## src/rtl/usb_rx_sequencer.sv

```systemverilog
// ---------------------------------------------------------------------------------------------
// usb_rx_sequencer
//
// Sequences the USB receive datapath between the NRZI decoder and the bit unstuffer. It hunts
// for SYNC on the decoded bit stream, then forwards the packet bits to the unstuffer. The
// forwarded packet is framed with start_unstuffer / end_unstuffer. The sequencer checks the EOP,
// polices the packet length and waits for the unstuffer to drain before accepting the next
// packet. A framing error produces a one-cycle abort and an error code for the protocol FSM.
//
// Parameters
//   MAX_BITS        maximum post-SYNC bits forwarded per packet (stuff bits included)
//   DRAIN_MAX       maximum cycles spent waiting for unstuff_ready after EOP
//
// Ports
//   clk             sole clock, all logic on posedge
//   rst             synchronous active-high reset
//   bit_in          NRZI-decoded bit, one per cycle
//   se0             line is SE0 this cycle
//   line_j          line is J this cycle
//   unstuff_ready   unstuffer idle
//   host_abort      protocol FSM cancels reception
//   s_out           registered forwarded bit, to unstuffer s_in
//   start_unstuffer one-cycle pulse aligned with the first PID bit on s_out
//   end_unstuffer   one-cycle pulse on the cycle after the last data bit
//   abort           one-cycle pulse, to unstuffer abort
//   rx_active       packet in flight (start_unstuffer cycle through pkt_done/abort cycle)
//   pkt_done        one-cycle pulse on clean packet completion
//   err_code        0 none, 1 short, 2 babble, 3 bad EOP / drain timeout; held until next start
// ---------------------------------------------------------------------------------------------
module usb_rx_sequencer #(
    parameter int unsigned MAX_BITS  = 1100,
    parameter int unsigned DRAIN_MAX = 64
) (
    input  logic       clk,
    input  logic       rst,
    input  logic       bit_in,
    input  logic       se0,
    input  logic       line_j,
    input  logic       unstuff_ready,
    input  logic       host_abort,
    output logic       s_out,
    output logic       start_unstuffer,
    output logic       end_unstuffer,
    output logic       abort,
    output logic       rx_active,
    output logic       pkt_done,
    output logic [1:0] err_code
);

    localparam int unsigned CntW   = $clog2(MAX_BITS + 1);
    localparam int unsigned DrainW = (DRAIN_MAX > 1) ? $clog2(DRAIN_MAX) : 1;

    localparam logic [CntW-1:0]   CntMax    = CntW'(MAX_BITS);
    localparam logic [CntW-1:0]   CntMinEop = CntW'(8);
    localparam logic [DrainW-1:0] DrainLast = DrainW'(DRAIN_MAX - 1);

    localparam logic [1:0] ErrNone   = 2'd0;
    localparam logic [1:0] ErrShort  = 2'd1;
    localparam logic [1:0] ErrBabble = 2'd2;
    localparam logic [1:0] ErrEop    = 2'd3;

    localparam logic [7:0] SyncPattern = 8'b0000_0001;

    typedef enum logic [2:0] {
        StHunt,
        StRecv,
        StEop1,
        StEop2,
        StDrain
    } state_e;

    state_e state_q, state_d;

    logic [7:0]        sync_sr_q, sync_sr_d;
    logic [CntW-1:0]   bit_cnt_q, bit_cnt_d;
    logic [DrainW-1:0] drain_cnt_q, drain_cnt_d;

    logic       s_out_q, s_out_d;
    logic       start_q, start_d;
    logic       end_q, end_d;
    logic       abort_q, abort_d;
    logic       rx_active_q, rx_active_d;
    logic       pkt_done_q, pkt_done_d;
    logic [1:0] err_q, err_d;

    // Decoded events of the current cycle, shared by the datapath and output logic.
    logic       ev_match;
    logic       ev_fwd;
    logic       ev_end;
    logic       ev_abort;
    logic       ev_done;
    logic       ev_drain_inc;
    logic       ev_drain_clr;
    logic       err_upd;
    logic [1:0] err_new;

    logic [7:0] sync_cand;

    assign sync_cand = {sync_sr_q[6:0], bit_in};

    // -----------------------------------------------------------------------------------------
    // State and output registers
    // -----------------------------------------------------------------------------------------
    always_ff @(posedge clk) begin
        if (rst) begin
            state_q     <= StHunt;
            sync_sr_q   <= '0;
            bit_cnt_q   <= '0;
            drain_cnt_q <= '0;
            s_out_q     <= 1'b0;
            start_q     <= 1'b0;
            end_q       <= 1'b0;
            abort_q     <= 1'b0;
            rx_active_q <= 1'b0;
            pkt_done_q  <= 1'b0;
            err_q       <= ErrNone;
        end else begin
            state_q     <= state_d;
            sync_sr_q   <= sync_sr_d;
            bit_cnt_q   <= bit_cnt_d;
            drain_cnt_q <= drain_cnt_d;
            s_out_q     <= s_out_d;
            start_q     <= start_d;
            end_q       <= end_d;
            abort_q     <= abort_d;
            rx_active_q <= rx_active_d;
            pkt_done_q  <= pkt_done_d;
            err_q       <= err_d;
        end
    end

    // -----------------------------------------------------------------------------------------
    // Next-state and event decode
    // -----------------------------------------------------------------------------------------
    always_comb begin
        state_d      = state_q;
        ev_match     = 1'b0;
        ev_fwd       = 1'b0;
        ev_end       = 1'b0;
        ev_abort     = 1'b0;
        ev_done      = 1'b0;
        ev_drain_inc = 1'b0;
        ev_drain_clr = 1'b0;
        err_upd      = 1'b0;
        err_new      = ErrNone;

        unique case (state_q)
            StHunt: begin
                // A host abort in HUNT only flushes the SYNC shifter, so it also masks a match.
                // A match while the unstuffer is still busy is dropped.
                if (!host_abort && (sync_cand == SyncPattern) && unstuff_ready) begin
                    ev_match = 1'b1;
                    state_d  = StRecv;
                end
            end

            StRecv: begin
                if (host_abort) begin
                    ev_abort = 1'b1;
                end else if (se0) begin
                    if (bit_cnt_q < CntMinEop) begin
                        ev_abort = 1'b1;
                        err_upd  = 1'b1;
                        err_new  = ErrShort;
                    end else begin
                        ev_end  = 1'b1;
                        state_d = StEop1;
                    end
                end else if (bit_cnt_q == CntMax) begin
                    ev_abort = 1'b1;
                    err_upd  = 1'b1;
                    err_new  = ErrBabble;
                end else begin
                    ev_fwd = 1'b1;
                end
            end

            StEop1: begin
                if (host_abort) begin
                    ev_abort = 1'b1;
                end else if (se0) begin
                    state_d = StEop2;
                end else begin
                    ev_abort = 1'b1;
                    err_upd  = 1'b1;
                    err_new  = ErrEop;
                end
            end

            StEop2: begin
                if (host_abort) begin
                    ev_abort = 1'b1;
                end else if (line_j) begin
                    ev_drain_clr = 1'b1;
                    state_d      = StDrain;
                end else begin
                    ev_abort = 1'b1;
                    err_upd  = 1'b1;
                    err_new  = ErrEop;
                end
            end

            StDrain: begin
                if (host_abort) begin
                    ev_abort = 1'b1;
                end else if (unstuff_ready) begin
                    ev_done = 1'b1;
                    state_d = StHunt;
                end else if (drain_cnt_q == DrainLast) begin
                    ev_abort = 1'b1;
                    err_upd  = 1'b1;
                    err_new  = ErrEop;
                end else begin
                    ev_drain_inc = 1'b1;
                end
            end

            default: begin
                state_d = StHunt;
            end
        endcase

        if (ev_abort) begin
            state_d = StHunt;
        end
    end

    // -----------------------------------------------------------------------------------------
    // SYNC shifter and counters
    // -----------------------------------------------------------------------------------------
    always_comb begin
        sync_sr_d   = sync_sr_q;
        bit_cnt_d   = bit_cnt_q;
        drain_cnt_d = drain_cnt_q;

        // The shifter only runs in HUNT; it is flushed on a match, a host abort or any abort.
        if (state_q == StHunt) begin
            if (host_abort || ev_match) begin
                sync_sr_d = '0;
            end else begin
                sync_sr_d = sync_cand;
            end
        end else if (ev_abort) begin
            sync_sr_d = '0;
        end

        if (ev_match || ev_abort) begin
            bit_cnt_d = '0;
        end else if (ev_fwd) begin
            bit_cnt_d = bit_cnt_q + CntW'(1);
        end

        if (ev_drain_clr || ev_abort) begin
            drain_cnt_d = '0;
        end else if (ev_drain_inc) begin
            drain_cnt_d = drain_cnt_q + DrainW'(1);
        end
    end

    // -----------------------------------------------------------------------------------------
    // Registered outputs
    // -----------------------------------------------------------------------------------------
    always_comb begin
        s_out_d    = ev_fwd ? bit_in : 1'b0;
        start_d    = ev_fwd && (bit_cnt_q == '0);
        end_d      = ev_end;
        abort_d    = ev_abort;
        pkt_done_d = ev_done;

        // Delayed view of the state so rx_active spans the start pulse through the pkt_done or
        // abort pulse.
        rx_active_d = (state_q != StHunt);

        err_d = err_q;
        if (start_d) begin
            err_d = ErrNone;
        end else if (err_upd) begin
            err_d = err_new;
        end
    end

    assign s_out           = s_out_q;
    assign start_unstuffer = start_q;
    assign end_unstuffer   = end_q;
    assign abort           = abort_q;
    assign rx_active       = rx_active_q;
    assign pkt_done        = pkt_done_q;
    assign err_code        = err_q;

endmodule

```

## config.mk

```make
export PLATFORM = sky130hd
export DESIGN_NAME = usb_rx_sequencer
export DESIGN_NICKNAME = d
export VERILOG_FILES = /design/src/rtl/usb_rx_sequencer.sv
export SDC_FILE = /design/constraint.sdc
export NUM_CORES = 1
export LEC_CHECK = 0
export BUFFER_PORTS_ARGS = -buffer_cell sky130_fd_sc_hd__buf_4
export CORE_ASPECT_RATIO = 0.7
export CORE_MARGIN = 5
export CORE_UTILIZATION = 59
export DETAILED_ROUTE_END_ITERATION = 7
export PLACE_DENSITY = 0.77
export RECOVER_POWER = 25
export SLEW_MARGIN = 20
export SYNTH_ARGS = -nofsm -noshare
export SYNTH_HDL_FRONTEND = slang
export SYNTH_SLANG_ARGS = --single-unit
```

## constraint.sdc

```tcl
create_clock -name clk -period 2.7 [get_ports clk]
set_input_delay 0.54 -clock clk [delete_from_list [all_inputs] [get_ports clk]]
set_output_delay 0.54 -clock clk [all_outputs]
set_load 0.05 [all_outputs]
```

==> reports/qor.txt, run 1 <==
Max Cap Viol = 0
CTS tree = done
crit share post-route = 81.5%
Root Buffer = clkbuf_8
Pleak = 0.697 nW
top cells by area, synth = dfxtp_1 (38%), nor3_2 (5.4%), xnor2_1 (5.2%), nor3_1 (3.5%), nand2_1 (3.5%)
clk sinks = 35
DRT antenna net count = 0
Skew-Pair Late Insertion Delay = 0.28 ns
fin. max-slew vios = 0
# diodes = 0
DRC marker count from the first detailed-route iteration = 245
Hold WC Path Type = register to register
Mapped Area = 1840 um^2
Worst EP arrival = 2.34 ns
setup_tns = 0 ns
vias = 1512
largest net degree at the start of global routing = 21
Setup Fix Bufs, Post-CTS = 0
most frequent cell after synthesis = dfxtp_1
ys flop type = dfxtp_1
Cell Pwr Density = 631 nW/um^2
# setup viols final = 0
# rows = 17
HPWL Detailed = 2970 um
Seq cells post-synth = 35
drt pass-1 iters = 4
Reg clk slew, reported paths = 0.07 ns
clock network power share = 31.0%
asr flop ratio synth = 0%
Die Y = 56.8 um
first-pass GRT wire length = 6780 um
core footprint = 3080 um^2
I/O Pins = 15
Clock Skew = 0.00430 ns
Filler cells = 279
initial antenna violation count = 0
CP endpoint kind = register
Post-synth top cells = dfxtp_1 (35), nand2_1 (17), inv_1 (14), nor2_1 (14), nor3_1 (13)
gr usage total = 19.2%
number of synthesized flops with an enable pin = 0
grt total ovfl = 0
worst slew pin tran = 0.735 ns
leading area contributor after synthesis = dfxtp_1
maximum clock insertion buffer count = 2
VDD IR max = 0.000347 V
Syn Area/Cell = 8.82 um^2
Net Sw Power = 428 uW
GPL Wtd Cong = 0.907
status = finished, final reports clean
dpl cell area = 1950 um^2
top-area cell type share of the netlist area = 38.0%
startpoint type of the worst setup path = register
PortBufs = 14
CTS HTree Levels = 2
synth warn = 0
starting density of the core = 59.8%
wire per inst = 14.9 um
synth unique cells = 47
cts bufs inserted = 5
Post-Syn Nets = 219
Final Hold Fails = 0
area growth from synthesis to layout = 9.37%
relative slew slack = 50.6%
sequential area share after synthesis = 38.0%
Worst EP required = 2.84 ns
internal power = 844 uW
routed vias/inst = 5.77
Nets = 233
fin area = 2020 um^2
fmax = 455 MHz
fin crit period = 2.20 ns
CP max FO = 13
die area = 4360 um^2
sw frac = 33.7%
residual DRC count = 0
kind of critical path = register to register
PostCTS Resize Cnt = 0
vias in the first global route = 1495
Logic pwr share = 24.1%
hold buffer count at CTS = 0
fraction of layout cells with a size suffix above 1 = 16.5%
DRT Wirelength = 3890 um
RSZ-0062 raised after global routing = false
Mapped Cells = 209
Seq pwr share = 44.9%
Die X = 76.8 um
[cell usage in the layout (no fill, tap or decap), types with 2 or more instances in the layout]
cell type | netlist | layout
and3_1 | 2 | 2
nand3_1 | 11 | 11
or4b_1 | 3 | 3
o31ai_1 | 2 | 2
ha_1 | 3 | 3
nand2b_1 | 4 | 4
clkbuf_1 | 2 | 8
a21oi_1 | 2 | 2
buf_4 | 2 | 9
clkbuf_8 | 0 | 6
xnor2_1 | 11 | 11
inv_1 | 14 | 14
dfxtp_1 | 35 | 35
a31oi_1 | 2 | 2
nand2_1 | 17 | 17
nor2b_1 | 3 | 3
nor4_1 | 4 | 4
xor2_1 | 4 | 4
nor3_1 | 13 | 13
or4_4 | 2 | 2
o21ai_0 | 12 | 12
nor2_1 | 14 | 14
nor3_2 | 10 | 10
nand4_1 | 4 | 4
mux2i_1 | 2 | 2
nor3b_1 | 5 | 5
[critical path, stage by stage, from the launching register on]
cell,delay (ns)
dfxtp_1,0.58
nor3b_1,0.34
and4b_1,0.32
o21ai_0,0.18
a32oi_1,0.48
o21ai_0,0.16
[sequential cells by signal, summed over array words and instances (netlist names)]
| signal | cells |
|---|---|
| bit_cnt_q | 11 |
| sync_sr_q | 7 |
| drain_cnt_q | 6 |
| state_q | 3 |
| err_code | 2 |
| abort | 1 |
| end_unstuffer | 1 |
| pkt_done | 1 |
| rx_active | 1 |
| s_out | 1 |
| start_unstuffer | 1 |
[metrics by stage]
stage / worst slack (ns) / hold slack [ns] / total power [mW] / utilization, % / instances
finish: 0.500 / 0.476 / 1.27 / 65.4 / 262
global route: 0.257 / 0.472 / 1.34 / 65.4 / 262
CTS: 0.530 / 0.476 / 1.29 / 66.3 / 262
detailed placement: 0.506 / 0.459 / 0.895 / 63.1 / 254
global placement: 0.536 / 0.457 / 0.883 / 63.1 / 254
floorplan: 0.755 / 0.438 / 0.830 / - / 209
[layout make-up]
cell class,count,area (um^2),area share [%]
repair buffers,17,97.6,4.84
multi-input cells,150,1020,50.5
inverters,14,52.6,2.61
well taps,38,47.5,2.36
clock inverters,2,16.3,0.807
clock buffers,6,82.6,4.10
flip-flops and latches,35,701,34.8
[kinds of logic (layout without fill, tap and decap cells)]
| family | Yosys count | count (layout) | share of synthesized area [%] |
|---|---|---|---|
| AO/OA/AOI/OAI | 28 | 28 | 11.4 |
| XOR/XNOR | 15 | 15 | 7.13 |
| adder cells (fa/ha/maj) | 3 | 3 | 2.04 |
| buffers and inverters | 24 | 39 | 6.72 |
| flip-flops | 35 | 35 | 38.0 |
| multiplexers | 2 | 2 | 1.09 |
| AND/OR/NAND/NOR | 102 | 102 | 33.6 |
[power groups by stage]
stage	clock (mW)	combinational [mW]	sequential (mW)
finish	0.394	0.306	0.572
CTS	0.407	0.313	0.571
detailed placement	0	0.312	0.583
global placement	0	0.304	0.579
global route	0.428	0.336	0.577
floorplan	0	0.231	0.598
[final timing paths]
| path | start | to | slack (ns) | cells past startpoint |
|---|---|---|---|---|
| max | state_q[2] | sync_sr_q[4] | 0.50 | 5 |
| min | sync_sr_q[6] | sync_sr_q[6] | 0.48 | 2 |
| max reg2reg | state_q[2] | sync_sr_q[4] | 0.50 | 5 |
| min reg2reg | sync_sr_q[6] | sync_sr_q[6] | 0.48 | 2 |
[routing by layer]
| layer | up-vias | wire length [um] | GRT usage, % |
|---|---|---|---|
| met5 | - | 0 | 0 |
| met4 | 0 | 23 | 4.24 |
| met3 | 4 | 298 | 6.73 |
| met2 | 49 | 1710 | 28.7 |
| met1 | 694 | 1870 | 26.5 |
| li1 | 765 | - | - |
Power figures use the tool's default switching activity.
==> run 2: changes to the inputs <==
--- a/config.mk
+++ b/config.mk
@@ -8,9 +8,9 @@
 export BUFFER_PORTS_ARGS = -buffer_cell sky130_fd_sc_hd__buf_4
 export CORE_ASPECT_RATIO = 0.7
 export CORE_MARGIN = 5
-export CORE_UTILIZATION = 59
+export CORE_UTILIZATION = 53
 export DETAILED_ROUTE_END_ITERATION = 7
-export PLACE_DENSITY = 0.77
+export PLACE_DENSITY = 0.73
 export RECOVER_POWER = 25
 export SLEW_MARGIN = 20
 export SYNTH_ARGS = -nofsm -noshare
==> constraint.sdc (replaced) <==
create_clock -name clk -period 2 [get_ports clk]
set_input_delay 0.4 -clock clk [delete_from_list [all_inputs] [get_ports clk]]
set_output_delay 0.4 -clock clk [all_outputs]
set_load 0.05 [all_outputs]
==> reports/qor.txt, run 2 (synthesis gave the netlist of run 1 again) <==
status = finished with violations
failing checks = setup timing
kind of critical path = register to register
cts bufs inserted = 5 (unchanged)
vias = 1655 (+9.5%)
startpoint type of the worst setup path = register
# rows = 17 (unchanged)
relative slew slack = 60.5% (+9.9 points)
grt met3 use = 5.93% (-0.80 points)
Worst EP arrival = 2.19 ns (-0.15 ns)
gr usage total = 21.4% (+2.2 points)
Final Hold Fails = 0 (unchanged)
Die Y = 59.3 um (+4.5%)
slowest CP cell = or4_4
DRT antenna net count = 0 (unchanged)
DRT Wirelength = 4510 um (+16%)
CTS tree = done
Nets = 256 (+9.9%)
Die X = 80.5 um (+4.8%)
fin. max-slew vios = 0 (unchanged)
initial antenna violation count = 0 (unchanged)
Seq pwr share = 41.1% (-3.8 points)
global routing's busiest layer = met2
grt total ovfl = 0 (unchanged)
drt pass-1 iters = 4 (unchanged)
CP peak stage delay = 0.56 ns (-0.02 ns)
Net Sw Power = 600 uW (+40%)
fin crit period = 2.02 ns (-0.176 ns)
core footprint = 3250 um^2 (+5.5%)
met2 Track Usage GR = 32.4% (+3.8 points)
Pleak = 0.848 nW (+22%)
DRC marker count from the first detailed-route iteration = 176 (-28%)
DP Cell Count = 283 (+11%)
VDD IR max = 0.000492 V (+42%)
hold buffer count at CTS = 0 (unchanged)
max reg flops = 11 (unchanged)
die area = 4780 um^2 (+9.5%)
met1 Use GR = 28.8% (+2.3 points)
HPWL Detailed = 3370 um (+14%)
internal power = 1.26 mW (+50%)
# diodes = 0 (unchanged)
PortBufs = 14 (unchanged)
fin area = 2250 um^2 (+12%)
Cell Pwr Density = 826 nW/um^2 (+31%)
CP Cell Sequence = or4_4 > nor4b_4 > a211oi_2 > a221oi_2 > buf_4 > nor3_2
RSZ-0062 raised after global routing = true
most common cell after layout, fill and taps aside = buf_4
dpl cell area = 2110 um^2 (+8.3%)
GPL Wtd Cong = 0.949 (+4.6%)
routed vias/inst = 5.63 (-2.5%)
Logic pwr share = 29.0% (+4.9 points)
Clock Skew = 0.00554 ns (+0.00124 ns)
Final Instance Count excl. Fillers = 294 (+12%)
fmax = 494 MHz (+8.7%)
Root Buffer = clkbuf_8
Regs by FF count = bit_cnt_q: 11 flops, sync_sr_q: 7 flops, drain_cnt_q: 6 flops
# setup viols final = 6 (+6)
crit share post-route = 101% (+20 points)
worst slew pin tran = 0.595 ns (-0.140 ns)
fraction of layout cells with a size suffix above 1 = 30.4% (+14 points)
CP max FO = 6 (-7)
Hold WC Path Type = input pin to register
vias in the first global route = 1667 (+12%)
Top reg by flops = bit_cnt_q
clk sinks = 35 (unchanged)
Worst EP required = 2.17 ns (-0.67 ns)
starting density of the core = 56.6% (-3.1 points)
wire per inst = 15.3 um (+3.1%)
I/O Pins = 15 (unchanged)
sw frac = 32.2% (-1.4 points)
largest net degree at the start of global routing = 21 (unchanged)
CP endpoint kind = register
area growth from synthesis to layout = 22.3%
maximum clock insertion buffer count = 2 (unchanged)
Skew-Pair Late Insertion Delay = 0.29 ns (about the same)
residual DRC count = 0 (unchanged)
most frequent cells in the layout = buf_4 (39), dfxtp_1 (30), nand2_1 (17)
Max Cap Viol = 0 (unchanged)
clock network power share = 29.9% (-1.1 points)
first-pass GRT wire length = 7820 um (+15%)
CTS HTree Levels = 2 (unchanged)
setup ws final = -0.0235 ns (-0.524 ns)
Reg clk slew, reported paths = 0.07 ns (about the same)
-- run 2: layout make-up --
type / instances / area [um^2]
Clock buffer: 8 / 100
Sequential cell: 35 / 707
Multi-Input combinational cell: 150 / 1040
Timing Repair Buffer: 40 / 297
Tap cell: 47 / 58.8
Inverter: 14 / 52.6
Fill cell: 255 / 1000
-- run 2: critical path, delay by kind of cell, from the launching register on --
kind | cells | cell delay (ns)
AND/OR/NAND/NOR | 3 | 0.86
flip-flops | 1 | 0.32
buffers and inverters | 1 | 0.23
AO/OA/AOI/OAI | 2 | 0.49
-- run 2: per-stage QoR --
stage          setup TNS (ns)  setup WS, ns  util, %  hold slack [ns]  total power [mW]
4_1_cts                -0.120       -0.0302     69.0            0.350              1.87
3_3_place_gp                0        0.0129     64.8            0.448              1.28
2_1_floorplan               0        0.0826        -            0.438              1.12
5_1_grt                -0.926       -0.0871     69.3            0.390              1.95
3_5_place_dp           -0.763       -0.0817     64.8            0.465              1.30
6_report              -0.0771       -0.0235     69.3            0.347              1.86
-- run 2: what timing repair did --
action                     in CTS  in global routing
buffers inserted                2                  1
gates cloned                    0                  0
pin swaps                       2                  5
resized for setup               8                  4
setup endpoints to repair      15                 24
-- run 2: worst paths after layout --
path	from	end	slack, ns	cells past startpoint
hold reg to reg	err_code[0]	err_code[0]	0.48	2
setup reg to reg	bit_cnt_q[5]	bit_cnt_q[8]	-0.02	6
setup / recovery	bit_cnt_q[5]	bit_cnt_q[8]	-0.02	6
hold / removal	bit_in	sync_sr_q[0]	0.35	3
-- run 2: routing by layer --
layer | up-vias | wire, um
met5 | - | 0
met4 | 0 | 112
met3 | 12 | 292
met2 | 54 | 2000
met1 | 778 | 2100
li1 | 811 | -
-- run 2: power groups by stage --
| stage | registers, mW | logic (mW) | clock network, mW |
|---|---|---|---|
| after floorplan | 0.807 | 0.312 | 0 |
| after global placement | 0.772 | 0.509 | 0 |
| after detailed placement | 0.777 | 0.523 | 0 |
| after CTS | 0.765 | 0.532 | 0.569 |
| after global routing | 0.769 | 0.583 | 0.599 |
| final | 0.766 | 0.539 | 0.557 |
